--- config.mk ---
export PLATFORM = sky130hd
export DESIGN_NAME = mem_port_arbiter
export DESIGN_NICKNAME = d
export VERILOG_FILES = /design/src/rtl/mem_port_arbiter.sv
export SDC_FILE = /design/constraint.sdc
export NUM_CORES = 1
export LEC_CHECK = 0
export CAP_MARGIN = 20
export CORE_AREA = 8 8 103 105
export CTS_BUF_LIST = sky130_fd_sc_hd__clkbuf_4
export CTS_CLUSTER_DIAMETER = 50
export DETAILED_ROUTE_END_ITERATION = 8
export DIE_AREA = 0 0 111 113
export GPL_TIMING_DRIVEN = 0
export PLACE_DENSITY = 0.94
export SKIP_CTS_REPAIR_TIMING = 1
export SLEW_MARGIN = 20
export SYNTH_ARGS = -nofsm -noshare
export SYNTH_HDL_FRONTEND = slang
export SYNTH_SLANG_ARGS = --single-unit
--- constraint.sdc ---
create_clock -name clk_100 -period 3.6 [get_ports clk_100]
set_input_delay 0.72 -clock clk_100 [delete_from_list [all_inputs] [get_ports clk_100]]
set_output_delay 0.72 -clock clk_100 [all_outputs]
set_load 0.02 [all_outputs]
--- src/rtl/mem_port_arbiter.sv ---
// mem_port_arbiter: registered multi-channel arbiter sharing one BRAM port, with latency-tagged read return
module mem_port_arbiter #(
  parameter int NCH = 4,
  parameter int AW = 16,
  parameter int DW = 16,
  parameter int RD_LAT = 1,
  localparam int CW = $clog2(NCH)
) (
  input  logic              clk_100,
  input  logic              rst_n,
  input  logic [1:0]        mode,
  input  logic [CW-1:0]     lock_ch,
  input  logic [NCH-1:0]    req,
  input  logic [NCH-1:0]    we,
  input  logic [NCH*AW-1:0] addr,
  input  logic [NCH*DW-1:0] wdata,
  output logic [NCH-1:0]    gnt,
  output logic [NCH-1:0]    rvalid,
  output logic [DW-1:0]     rdata,
  output logic              busy,
  output logic              mem_en,
  output logic              mem_we,
  output logic [AW-1:0]     mem_addr,
  output logic [DW-1:0]     mem_wdata,
  input  logic [DW-1:0]     mem_rdata
);
  logic [NCH-1:0] elig;
  logic [CW-1:0] ptr, win, gnt_idx, sel_lo, sel_rr;
  logic hit, hit_any, hit_lk, sel_we;
  logic [AW-1:0] sel_addr;
  logic [DW-1:0] sel_wdata;
  logic [RD_LAT-1:0] pv;
  logic [CW-1:0] pt [RD_LAT];
  assign elig = req & ~gnt;
  assign busy = |pv;
  always_comb begin
    hit_any = 1'b0;
    hit_lk = 1'b0;
    sel_lo = '0;
    for (int i = NCH - 1; i >= 0; i--) begin
      if (elig[i]) begin
        hit_any = 1'b1;
        sel_lo = CW'(i);
      end
    end
    sel_rr = sel_lo;
    for (int i = NCH - 1; i >= 0; i--) begin
      if (elig[i] && CW'(i) >= ptr) sel_rr = CW'(i);
    end
    for (int i = 0; i < NCH; i++) begin
      if (elig[i] && CW'(i) == lock_ch) hit_lk = 1'b1;
    end
    hit = (mode == 2'd2) ? hit_lk : hit_any;
    win = (mode == 2'd2) ? lock_ch : (mode == 2'd1) ? sel_lo : sel_rr;
    sel_we = 1'b0;
    sel_addr = '0;
    sel_wdata = '0;
    for (int i = 0; i < NCH; i++) begin
      if (CW'(i) == win) begin
        sel_we = we[i];
        sel_addr = addr[i*AW +: AW];
        sel_wdata = wdata[i*DW +: DW];
      end
    end
  end
  always_ff @(posedge clk_100) begin
    if (!rst_n) begin
      gnt <= '0;
      rvalid <= '0;
      rdata <= '0;
      mem_en <= 1'b0;
      mem_we <= 1'b0;
      mem_addr <= '0;
      mem_wdata <= '0;
      ptr <= '0;
      gnt_idx <= '0;
      pv <= '0;
      for (int i = 0; i < RD_LAT; i++) pt[i] <= '0;
    end else begin
      gnt <= {{(NCH-1){1'b0}}, hit} << win;
      mem_en <= hit;
      mem_we <= hit & sel_we;
      if (hit) begin
        mem_addr <= sel_addr;
        mem_wdata <= sel_wdata;
        gnt_idx <= win;
      end
      if (hit && mode != 2'd1 && mode != 2'd2) ptr <= (win == CW'(NCH - 1)) ? '0 : win + CW'(1);
      pv[0] <= mem_en & ~mem_we;
      pt[0] <= gnt_idx;
      for (int i = 1; i < RD_LAT; i++) begin
        pv[i] <= pv[i-1];
        pt[i] <= pt[i-1];
      end
      rvalid <= {{(NCH-1){1'b0}}, pv[RD_LAT-1]} << pt[RD_LAT-1];
      if (pv[RD_LAT-1]) rdata <= mem_rdata;
    end
  end
endmodule

== Word level (Yosys, flattened, before mapping) ==
Memory sizes are Yosys's and may differ from the RTL's.
Cells that the tools add are included.

* Register bits: 63
* Memory bits (writable): 2
* Bits of input ports: 158
* Output and inout port bits: 59
* Word-level logic and storage cells: 83
* Memories: 1

{| class="wikitable"
|+ Memories
! name !! words !! width !! read ports !! clocked after Yosys merged registers in !! write ports !! line !! RTL
|-
| pt || 1 || 2 || 1 || 0 || 1 || 33 || <nowiki>logic [CW-1:0] pt [RD_LAT];</nowiki>
|}

* Add/sub/neg operators: 1
* Magnitude comparators: 4
* Eq/ne operators: 11
* Shifts and indexed selects: 2
* Muxes and demuxes: 36
* Bitwise gates (word level): 5
* Reduce and logical (&&, ||, !) cells: 13

{| class="wikitable"
|+ Operator list
! cell !! count
|-
| 16-bit 2-to-1 mux || 8
|-
| 2-bit 2-to-1 mux || 12
|-
| 1-bit 2-to-1 mux || 16
|-
| 1-bit logical AND || 10
|-
| 2-bit == test, first input constant || 4
|-
| 1-bit by 2-bit << shifter with 4-bit output || 2
|-
| 4-bit bitwise AND || 1
|-
| 1-bit by 2-bit == test with 1-bit output, first input constant || 2
|-
| 2-bit == test, second input constant || 2
|-
| 1-bit by 2-bit greater-or-equal comparator with 1-bit output, first input constant || 2
|-
| 2-bit greater-or-equal comparator, first input constant || 2
|-
| 2-bit zero test || 2
|-
| 4-bit inverter || 1
|-
| 2-bit by 1-bit adder with 2-bit output, second input constant || 1
|-
| 1-bit bitwise AND || 2
|-
| 2-bit by 1-bit == test with 1-bit output, second input constant || 1
|-
| 2-bit by 1-bit != test with 1-bit output, second input constant || 1
|-
| 2-bit != test, second input constant || 1
|-
| 2-bit OR reduction || 1
|-
| 1-bit inverter || 1
|}

== Longest topological paths before layout ==
Gate-level depths: netlist (run 1).

* Depth after elaboration: 18
* Depth in mapped cells: 14

== Worst setup path before layout (run 1) ==
Ideal clock, no wire load.

* Path kind: input -> register
* From: in req[3]
* To: reg mem_wdata[6]
* Data arrival time: 3.010 ns
* Required time: 3.530 ns
* Path slack: 0.520 ns
* Stages: 14
* Path buffers: 3
* Path through: nor2b_1 > o21a_1 > o221a_2 > a221oi_4 > inv_2 > ha_1 > clkbuf_1 > nor2b_1 > clkbuf_1 > clkbuf_1 > a221oi_1 > nor3_1 > a21oi_1 > a21oi_1

* Longest elaborated chain between the ends: 16

{| class="wikitable"
|+ Ends and longest elaborated chain
! what !! line !! RTL
|-
| start, declared || 13 || <nowiki>input logic [NCH-1:0] req,</nowiki>
|-
| 4-bit bitwise AND * || 34 || <nowiki>assign elig = req & ~gnt;</nowiki>
|-
| 2-bit 2-to-1 mux (4 in series) || 41 || <nowiki>if (elig[i]) begin</nowiki>
|-
| 2-bit 2-to-1 mux (4 in series) || 48 || <nowiki>if (elig[i] && CW'(i) >= ptr) sel_rr = CW'(i);</nowiki>
|-
| 2-bit 2-to-1 mux * (2 in series) || 54 || <nowiki>win = (mode == 2'd2) ? lock_ch : (mode == 2'd1) ? sel_lo : sel_rr;</nowiki>
|-
| via win[0] || 28 || <nowiki>logic [CW-1:0] ptr, win, gnt_idx, sel_lo, sel_rr;</nowiki>
|-
| 2-bit zero test || 59 || <nowiki>if (CW'(i) == win) begin</nowiki>
|-
| 16-bit 2-to-1 mux (3 in series) || 59 ||
|-
| 16-bit 2-to-1 mux * || 59 ||
|-
| end signal, assigned || 85 || <nowiki>mem_wdata <= sel_wdata;</nowiki>
|-
| end, declared || 24 || <nowiki>output logic [DW-1:0] mem_wdata,</nowiki>
|}

The timed path passes the listed nets; every way through them passes the cells marked *.
A chain may end at the register's enable or synchronous reset.

== Final worst setup path (run 1) ==
* From: in mode[0]
* To: reg mem_wdata[7]

* Longest elaborated chain between the ends: 8

{| class="wikitable"
|+ Ends and longest elaborated chain
! what !! line !! RTL
|-
| start, declared || 11 || <nowiki>input logic [1:0] mode,</nowiki>
|-
| 2-bit by 1-bit == test with 1-bit output || 54 ||
|-
| 2-bit 2-to-1 mux (2 in series) || 54 ||
|-
| 2-bit zero test || 59 ||
|-
| 16-bit 2-to-1 mux (4 in series) || 59 ||
|}

Several ways; a longest one is shown, not always the timed one.

==> results.cfg, run 1 <==
[outcome]
status = completed

[floorplan]
core_um2 = 8980
initial_utilization_pct = 37.3
dieHeight_um = 113
dieArea_um2 = 12500
die_w_um = 111
io_pins = 217
row_count = 35

[worst_setup_path]
path_class = in2reg
required_ns = 3.87
cp-start-kind = primary input
crit_arrival_ns = 3.73
cp_cell_sequence = clkdlybuf4s50_1 > inv_1 > a221oi_1 > o221ai_1 > o311ai_4 > ha_1 > nor2b_1 > clkbuf_2 > clkbuf_4 > a221oi_1 > nor3_1 > a21oi_1 > a21oi_1
slowest_delay_ns = 0.62
cp_top_family = compound AO/OA/AOI/OAI gates
crit_buf_inv = 4
critPathSlowestCell = clkdlybuf4s50_1
cp-end-kind = register
worst-path-max-fanout = 10

[timing]
slew_headroom_pct = 60.8
tightestPinTransition_ns = 0.588
final.min_clock_period_ns = 3.46
hold_violations = 0
post-route-period-util_pct = 96.2
finalSetupViolations = 0
fin_tns_setup_ns = 0
fin_skew_ns = 0.0157
report.final.slew_viol_count = 0
fmax_ghz = 0.289

[logic_synthesis]
synth_top_family_by_area = compound AO/OA/AOI/OAI gates
synthSimpleGateAreaFrac_pct = 19.3
synth_compound_area_share_pct = 27.1
synth_seq_cells = 65
synth.area.mux_share_pct = 6.42
ys_seq_area_share_pct = 38.8
synth_edf_count = 0
synth_cell_type_count = 41
syn_area_um2 = 3350
synth_flop_cell = dfxtp_1
synthAdderAreaFrac_pct = 1.49
syn_nets = 561
synthXorXnorAreaFrac_pct = 0.261
avgSynthCellArea_um2 = 8.40
syn_inst = 399
ys_warn_count = 0
async_flop_share_pct = 0

[job]
drv_cap = 0

[grt]
grt_max_degree = 14
grt_pass1_vias = 4350
track_usage_pct = 21.5
grt_antenna_before_repair = 0
grt_overflow = 0
grt_pass1_wl_um = 22000

[final_layout]
n_antenna_cell = 0
fin_nets = 792
final_layout_size_suffix_gt1_share_pct = 8.35
syn_to_final_growth_pct = 76.7
fin_util_pct = 65.9

[detailed_routing]
ant_nets = 0
drt_first_pass_iters = 4
wirelength_um = 14200
drc = 0
drt-wirelength-per-cell_um = 19.1
drt_iter0_drc = 204
via_per_inst = 5.34
dr_total_vias = 3980

[power]
ir_worst_vdd_uv = 299
cellLeakagePower_nw = 2.19
pwr_density_cell_nw_per_um2 = 468

[placed_design]
hpwlAfterDp_um = 11500
port-buffer-count = 216
gp_congestion = 0.875

[cts]
cts_buffer_depth = 2
root_buffer = clkbuf_4
clock_latency_ns = 0.39
cts_tree = yes
clk_pin_slew_worst_paths_ns = 0.12
clkSinkCount = 65
cts_made_buffers = 9
htree_levels = 3

[hold_path]
worstHoldPathType = reg2reg
worst register-to-register path, stage by stage (launching register included):
cell and delay [ns]:
dfxtp_1 0.37, and2b_2 0.28, a221oi_1 0.28, o221ai_1 0.23
o311ai_4 0.16, ha_1 0.43, nor2b_1 0.09, clkbuf_2 0.17
clkbuf_4 0.21, a221oi_1 0.33, nor3_1 0.08, a21oi_1 0.19
a21oi_1 0.09
cells by family (layout without fill, tap and decap cells):
logic type | after synthesis | after routing
buf+inv | 44 | 280
compound gates | 146 | 146
mux | 19 | 19
simple gates | 120 | 120
xor+xnor | 1 | 1
fa+ha+maj | 4 | 4
flops | 65 | 65
per-stage QoR:
stage	setup WS (ns)	hold slack [ns]	power [W]	area, um2	cells
floorplan	0.520	0.406	0.00156	3350	399
global placement	-0.625	0.408	0.00207	5650	726
detailed placement	-0.695	0.424	0.00211	5650	726
CTS	-0.286	0.436	0.00276	5840	742
global route	-0.0470	0.445	0.00293	5920	746
finish	0.137	0.447	0.00277	5920	746
where the power goes:
part	internal (W)	leakage, nW	switching (W)
clock	0.000359	0.101	0.000281
sequential	0.000827	0.536	0.0000642
combinational	0.000609	1.55	0.000631
state kept, by name (all words and copies together) (netlist names):
register   count
gnt            4
rdata         16
ptr            2
mem_addr      16
mem_we         1
pt             2
gnt_idx        2
rvalid         4
mem_wdata     16
busy           1
mem_en         1
cell usage after synthesis, types with 2 or more instances:
cell | n | area share, %
a21oi_1 | 70 | 10
a221oi_1 | 33 | 8.6
and2b_1 | 2 | 0.45
buf_2 | 3 | 0.45
buf_6 | 7 | 2.4
clkbuf_1 | 25 | 2.8
dfxtp_1 | 65 | 39
ha_1 | 4 | 1.5
inv_1 | 6 | 0.67
mux2i_1 | 17 | 5.1
nand2_1 | 7 | 0.78
nand2b_1 | 4 | 0.75
nor2_1 | 26 | 2.9
nor2b_1 | 35 | 6.5
nor3_1 | 37 | 5.5
o21ai_1 | 33 | 4.9
path summary, 6_finish.rpt:
kind | start | end | slack [ns] | cells past startpoint
worst max-delay path | mode[0] | mem_wdata[7] | 0.14 | 13
worst min-delay path | mem_we | busy | 0.45 | 1
worst max register to register | gnt[2] | mem_wdata[7] | 0.57 | 12
worst min register to register | mem_we | busy | 0.45 | 1
per-layer routing:
metal	wire length (um)	track usage, %	vias up
li1	-	-	1923
met3	1340	9.31	32
met5	0	0	-
met1	5170	21.2	1836
met4	427	9.01	0
met2	7280	38.8	189
final cells by class:
type                            instances  area (um2)
Buffer                                 35         204
Tap cell                              111         139
Multi-Input combinational cell        290        1850
Clock buffer                            9        67.6
Clock inverter                          7         125
Timing Repair Buffer                  221        2200
Sequential cell                        65        1300
Inverter                                8        30.0
Fill cell                             727        3060
cell usage in the layout (no fill, tap or decap), types with 2 or more instances in the layout:
| cell type | count |
|---|---|
| dfxtp_1 | 65 |
| inv_6 | 2 |
| a221oi_1 | 33 |
| o21ai_1 | 33 |
| clkbuf_2 | 6 |
| ha_1 | 4 |
| inv_1 | 6 |
| nor2_1 | 26 |
| nand2b_1 | 4 |
| and2b_2 | 2 |
| buf_6 | 7 |
| clkdlybuf4s50_1 | 216 |
| mux2i_1 | 17 |
| nor2b_1 | 33 |
| nor2b_2 | 2 |
| clkinv_4 | 2 |
| nand2_1 | 7 |
| a21oi_1 | 70 |
| clkbuf_1 | 17 |
| nor3_1 | 37 |
| buf_4 | 5 |
| clkbuf_4 | 12 |
| bufinv_16 | 3 |
Power figures use the tool's default switching activity.
==> run 2: changes to the inputs <==
==> constraint.sdc (replaced) <==
create_clock -name clk_100 -period 3.6 [get_ports clk_100]
set_input_delay 0.72 -clock clk_100 [delete_from_list [all_inputs] [get_ports clk_100]]
set_output_delay 0.72 -clock clk_100 [all_outputs]
set_load 0.01 [all_outputs]
==> results of run 2 <==
Same layout as run 1 (identical final DEF). Status: completed.
Among the figures that moved: total power 0.00277 W -> 0.00270 W; worst IR drop on VDD 299 uV -> 286 uV
==> run 3: changes to the inputs <==
- SLEW_MARGIN: 20 -> not set
==> results of run 3 <==
Same layout as run 1 (identical final DEF). Status: completed.
Among the figures that moved: total power 0.00277 W -> 0.00270 W; worst IR drop on VDD 299 uV -> 286 uV
